===== src/rtl/cgra_pkg.sv =====
// Shared CGRA datapath definitions: default operand width and the
// select-bit encodings used by the word multiplexers.
package cgra_pkg;

    localparam int unsigned DATA_WIDTH = 32;

    localparam logic SEL_IN_1 = 1'b0;
    localparam logic SEL_IN_2 = 1'b1;

endpackage : cgra_pkg


===== src/rtl/mux_2_1.sv =====
// Two-input word multiplexer with an optional output register so it can
// sit on a pipeline boundary between processing-element stages.
module mux_2_1
    import cgra_pkg::*;
#(
    parameter int unsigned WIDTH   = DATA_WIDTH,
    parameter int unsigned REG_OUT = 1
) (
    input  logic             clk,
    input  logic             rst,
    input  logic [WIDTH-1:0] in_1,
    input  logic [WIDTH-1:0] in_2,
    input  logic             sel,
    output logic [WIDTH-1:0] data_out
);

    if (WIDTH < 1 || REG_OUT > 1) begin : g_param_check
        $fatal(1, "mux_2_1: WIDTH must be >= 1 and REG_OUT must be 0 or 1");
    end

    logic [WIDTH-1:0] w_sel_data;

    // An X on sel yields X wherever the operands differ, so X propagates.
    assign w_sel_data = (sel == SEL_IN_2) ? in_2 : in_1;

    if (REG_OUT == 1) begin : g_reg_out
        logic [WIDTH-1:0] r_data_p0;

        always_ff @(posedge clk) begin
            if (rst) begin
                r_data_p0 <= '0;
            end else begin
                r_data_p0 <= w_sel_data;
            end
        end

        assign data_out = r_data_p0;
    end else begin : g_comb_out
        // Clock and reset have no role in the combinational variant.
        logic w_unused;
        assign w_unused = clk ^ rst;

        assign data_out = w_sel_data;
    end

endmodule : mux_2_1


===== config.mk =====
export PLATFORM = sky130hd
export DESIGN_NAME = mux_2_1
export DESIGN_NICKNAME = d
export VERILOG_FILES = /design/src/rtl/cgra_pkg.sv /design/src/rtl/mux_2_1.sv
export SDC_FILE = /design/constraint.sdc
export NUM_CORES = 1
export LEC_CHECK = 0
export BUFFER_PORTS_ARGS = -buffer_cell sky130_fd_sc_hd__buf_2
export CORE_MARGIN = 2
export CORE_UTILIZATION = 35
export CTS_CLUSTER_SIZE = 20
export DETAILED_ROUTE_END_ITERATION = 16
export PLACE_DENSITY = 0.83
export SYNTH_ARGS = -nofsm -noshare
export SYNTH_HDL_FRONTEND = slang
export SYNTH_SLANG_ARGS = --single-unit

===== constraint.sdc =====
create_clock -name clk -period 1.1 [get_ports clk]
set_input_delay 0.165 -clock clk [delete_from_list [all_inputs] [get_ports clk]]
set_output_delay 0.165 -clock clk [all_outputs]
set_load 0.02 [all_outputs]

==> Yosys cells after proc, flatten, opt, wreduce, memory -nomap -nowiden <==
Index checks and enable logic that the tools add are counted.
Widths: inputs -> output; s select.
{ "word_totals": {"register_bits": 32, "latch_bits": 0, "ramBits": 0, "romBits": 0, "out_inout_bits": 32, "n_memories": 0} }
{ "classes": {"add_sub_neg": 0, "n_mul": 0, "n_div": 0, "order_cmp": 0, "eq_ne": 0, "shifts": 0, "n_mux": 1, "bitwise": 0, "reduce_logical": 0} }
{ "op_table": {"columns": ["cell", "n"], "rows": [
  ["$mux 32", 1]
]} }

==> Logic depth before layout (Yosys ltp) <==
{ "depth": {"word_depth": 1, "ltp_mapped": 4, "depth_no_buf": 2} }

==> Worst setup path before layout <==
Ideal clock, no wire load.
{ "synth_timing": {"path_kind": "in2reg", "start": "input port sel", "end": "register g_reg_out.r_data_p0[0], in the netlist data_out[0]", "setup_ps": 128, "arrival_time_ps": 630, "required_time_ps": 972, "slack_ps": 342, "cell_stages": 4, "path_buffers": 2, "cell_sequence": "buf_6 > buf_12 > mux2i_1 > nor2_1"} }
{ "synth_between": {"elab_chain_cells": 1} }
{ "synth_lines": {"columns": ["item", "line", "text"], "rows": [
  ["start, declared", "mux_2_1.sv:13", "input logic sel,"],
  ["$mux 32", "mux_2_1.sv:24", "assign w_sel_data = (sel == SEL_IN_2) ? in_2 : in_1;"],
  ["end signal, assigned", "mux_2_1.sv:33", "r_data_p0 <= w_sel_data;"],
  ["end, declared", "mux_2_1.sv:27", "logic [WIDTH-1:0] r_data_p0;"]
]} }
Every way passes these cells.
A chain may end at the register's enable or synchronous reset.

==> Final worst setup path <==
{ "layout_timing": {"start": "register g_reg_out.r_data_p0[11], in the netlist data_out[11]", "end": "output port data_out[11]"} }
{ "layout_rtl": {"columns": ["item", "line", "text"], "rows": [
  ["end, declared", "mux_2_1.sv:14", "output logic [WIDTH-1:0] data_out"]
]} }
No word-level cell between the ends.

==> flow_results.xml <==
<?xml version="1.0" encoding="UTF-8"?>
<metrics>
  <group name="run_status">
    <metric name="status" unit="">finished, final reports clean</metric>
  </group>
  <group name="pwr">
    <metric name="power_leakage" unit="nW">0.997</metric>
    <metric name="irDropWorstVdd" unit="mV">0.663</metric>
    <metric name="p_per_area" unit="mW/mm^2">1370</metric>
  </group>
  <group name="layout">
    <metric name="final_std_cell_area_no_fill" unit="mm^2">0.00175</metric>
    <metric name="mostFrequentLayoutCells" unit="">98 x buf_2, 32 x mux2i_1, 32 x nor2_1, 32 x dfxtp_1, 5 x clkbuf_4</metric>
    <metric name="layout_commonest_cell" unit="">buf_2</metric>
    <metric name="layout.core_utilization" unit="%">56.3</metric>
    <metric name="antenna_cells_inserted" unit="">0</metric>
    <metric name="max_ffs_per_register" unit="">32</metric>
    <metric name="proportion_of_layout_cells_with_a_drive_suffix_above_1" unit="%">53.2</metric>
    <metric name="finish.net_count" unit="">271</metric>
    <metric name="fillCellCount" unit="">291</metric>
    <metric name="layout-area-overhead-vs-synth" unit="%">50.2</metric>
  </group>
  <group name="synth">
    <metric name="synth_simple_gate_area_share" unit="%">10.3</metric>
    <metric name="synth_compound_area_share" unit="%">0</metric>
    <metric name="synth_nets" unit="">170</metric>
    <metric name="synth_cell_types" unit="">6</metric>
    <metric name="synth.area.top_cells" unit="">dfxtp_1 55%, mux2i_1 28%, nor2_1 10%, buf_12 5.2%, buf_6 0.97%</metric>
    <metric name="synthDominantCellAreaShare" unit="%">55.1</metric>
    <metric name="synth_cells" unit="">103</metric>
    <metric name="ys_warn_count" unit="">0</metric>
    <metric name="ys_seq_elements" unit="">32</metric>
    <metric name="combinational_family_with_the_most_area_after_synthesis" unit="">multiplexers</metric>
    <metric name="yosys-mux-area-fraction" unit="%">27.5</metric>
    <metric name="synth_adder_area_share" unit="%">0</metric>
    <metric name="syn-mean-instance-area" unit="um^2">11.3</metric>
    <metric name="synthXorXnorAreaFrac" unit="%">0</metric>
    <metric name="library_cell_occupying_the_most_area_in_the_post_synthesis_netlist" unit="">dfxtp_1</metric>
    <metric name="synth_area" unit="mm^2">0.00116</metric>
    <metric name="synth_seq_area_share" unit="%">55.1</metric>
  </group>
  <group name="critical_path">
    <metric name="critical_path.n_buffers_inverters" unit="">1</metric>
    <metric name="critical-path-slowest-cell" unit="">dfxtp_1</metric>
    <metric name="startpoint_type" unit="">flop</metric>
    <metric name="crit_path_cell_trace" unit="">buf_2</metric>
    <metric name="crit_type" unit="">reg2out</metric>
    <metric name="required" unit="ps">940</metric>
    <metric name="cp-end-kind" unit="">output port</metric>
    <metric name="max_stage_delay" unit="ps">340</metric>
    <metric name="worst-endpoint-arrival" unit="ps">820</metric>
    <metric name="crit_fanout" unit="">1</metric>
    <metric name="kind_of_cell_adding_the_most_delay_to_the_critical_path" unit="">flip-flops</metric>
  </group>
  <group name="detailed_routing">
    <metric name="routed_wire_length_per_instance" unit="um">11.0</metric>
    <metric name="detailedRoute.firstIterationViolations" unit="">12</metric>
    <metric name="dr_wl_met2" unit="um">1410</metric>
    <metric name="dr_wl_met3" unit="um">243</metric>
    <metric name="drt_pass1_iterations" unit="">2</metric>
    <metric name="postRouteWirelength" unit="um">2740</metric>
    <metric name="maxUsedRoutingLayer" unit="">met4</metric>
    <metric name="ant_nets" unit="">0</metric>
    <metric name="via_per_inst" unit="">4.31</metric>
    <metric name="dr_total_vias" unit="">1072</metric>
    <metric name="met1Wirelength" unit="um">1040</metric>
    <metric name="drc" unit="">0</metric>
  </group>
  <group name="clock_network">
    <metric name="cts_repair_resize_count" unit="">0</metric>
    <metric name="tritoncts" unit="">yes</metric>
    <metric name="cts_buffer_count" unit="">5</metric>
    <metric name="cts.htree.levels" unit="">2</metric>
    <metric name="clk_pin_slew" unit="ps">90</metric>
    <metric name="clkSinkCount" unit="">32</metric>
    <metric name="cts.repair_timing.setup_buffer_count" unit="">0</metric>
    <metric name="root_buffer" unit="">clkbuf_4</metric>
    <metric name="clockBufferDepth" unit="">2</metric>
    <metric name="cts-hold-fix-buffers" unit="">0</metric>
  </group>
  <group name="floorplan">
    <metric name="top_level_ports" unit="">99</metric>
    <metric name="die_width" unit="um">61.7</metric>
    <metric name="placementRows" unit="">20</metric>
    <metric name="core_area" unit="mm^2">0.00310</metric>
    <metric name="area_of_the_die" unit="mm^2">0.00380</metric>
    <metric name="die_height" unit="um">61.7</metric>
    <metric name="initial_core_util" unit="%">37.5</metric>
  </group>
  <group name="place">
    <metric name="placement.io_buffers" unit="">98</metric>
    <metric name="globalplace.congestion" unit="">0.700</metric>
    <metric name="dp_hpwl" unit="um">2170</metric>
    <metric name="placement.cell_area" unit="mm^2">0.00169</metric>
  </group>
  <group name="global_routing">
    <metric name="pin_count_of_the_biggest_net_entering_global_routing" unit="">33</metric>
    <metric name="global_route.overflow_total" unit="">0</metric>
    <metric name="antenna_violations_before_repair" unit="">0</metric>
    <metric name="grt_pass1_wl" unit="um">4070</metric>
    <metric name="first_global_vias" unit="">993</metric>
    <metric name="global_route.usage.total" unit="%">15.4</metric>
  </group>
  <group name="sta">
    <metric name="fmax" unit="GHz">1.01</metric>
    <metric name="layout_worst_path_cycle_share" unit="%">89.9</metric>
    <metric name="finalMaxSlewViolations" unit="">0</metric>
    <metric name="setup_viol" unit="">0</metric>
    <metric name="grt_setup_unrepaired" unit="">false</metric>
    <metric name="final_period_minus_worst_setup_slack" unit="ps">989</metric>
    <metric name="maxSlewHeadroom" unit="%">89.6</metric>
    <metric name="fin_tns_setup" unit="ps">0</metric>
    <metric name="final-hold-violation-count" unit="">0</metric>
    <metric name="worstMarginPinSlew" unit="ps">152</metric>
  </group>
  <group name="min_path">
    <metric name="hold_path_class" unit="">in2reg</metric>
    <metric name="hold_start" unit="">in_1[13]</metric>
    <metric name="worstHoldEndpoint" unit="">data_out[13]$_SDFF_PP0_</metric>
    <metric name="worst_hold_path.num_cells" unit="">3</metric>
  </group>
  <group name="job">
    <metric name="maxCapViolCount" unit="">0</metric>
  </group>
</metrics>
synthesized netlist by cell type:
cell      count
dfxtp_1      32
mux2i_1      32
nor2_1       32
buf_12        3
clkbuf_1      3
buf_6         1
logic make-up after synthesis:
logic type / count (synthesis)
flip-flops: 32
buffers and inverters: 7
multiplexers: 32
AND/OR/NAND/NOR: 32
report_power, final:
| group | total, W | switching, W | leakage (nW) | internal, W |
|---|---|---|---|---|
| combinational | 0.000468 | 0.000245 | 0.692 | 0.000223 |
| sequential | 0.00125 | 0.0000178 | 0.267 | 0.00124 |
| clock | 0.000676 | 0.000372 | 0.0380 | 0.000304 |
per-layer routing:
layer	up-vias	GRT usage [%]
li1	541	-
met4	0	10.0
met3	5	5.88
met1	472	15.1
met5	-	0
met2	54	26.9
stage by stage:
stage	hold slack, ps	worst slack [ps]	total power, W	instances
after floorplan	237	342	0.00155	103
after CTS	52.0	83.6	0.00243	249
after global routing	39.8	36.1	0.00255	249
final	70.2	111	0.00240	249
after detailed placement	400	222	0.00175	241
after global placement	394	234	0.00174	241
final cells by class:
cell class | count | area, um^2 | area share [%]
sequential | 32 | 641 | 36.6
timing repair buffer | 101 | 551 | 31.5
multi-input combinational | 64 | 440 | 25.2
tap | 44 | 55.1 | 3.15
clock buffer | 6 | 51.3 | 2.93
clock inverter | 2 | 10.0 | 0.573
worst max path at each step:
stage	endpoint	start	cells after the start
detailed placement	data_out[27]$_SDFF_PP0_	sel	4
CTS	data_out[11]	data_out[11]$_SDFF_PP0_	1
floorplan	data_out[0]$_SDFF_PP0_	sel	4
global placement	data_out[20]$_SDFF_PP0_	sel	4
finish	data_out[11]	data_out[11]$_SDFF_PP0_	1
global route	data_out[5]	data_out[5]$_SDFF_PP0_	1
No activity file was read; power rests on OpenSTA's default activity.
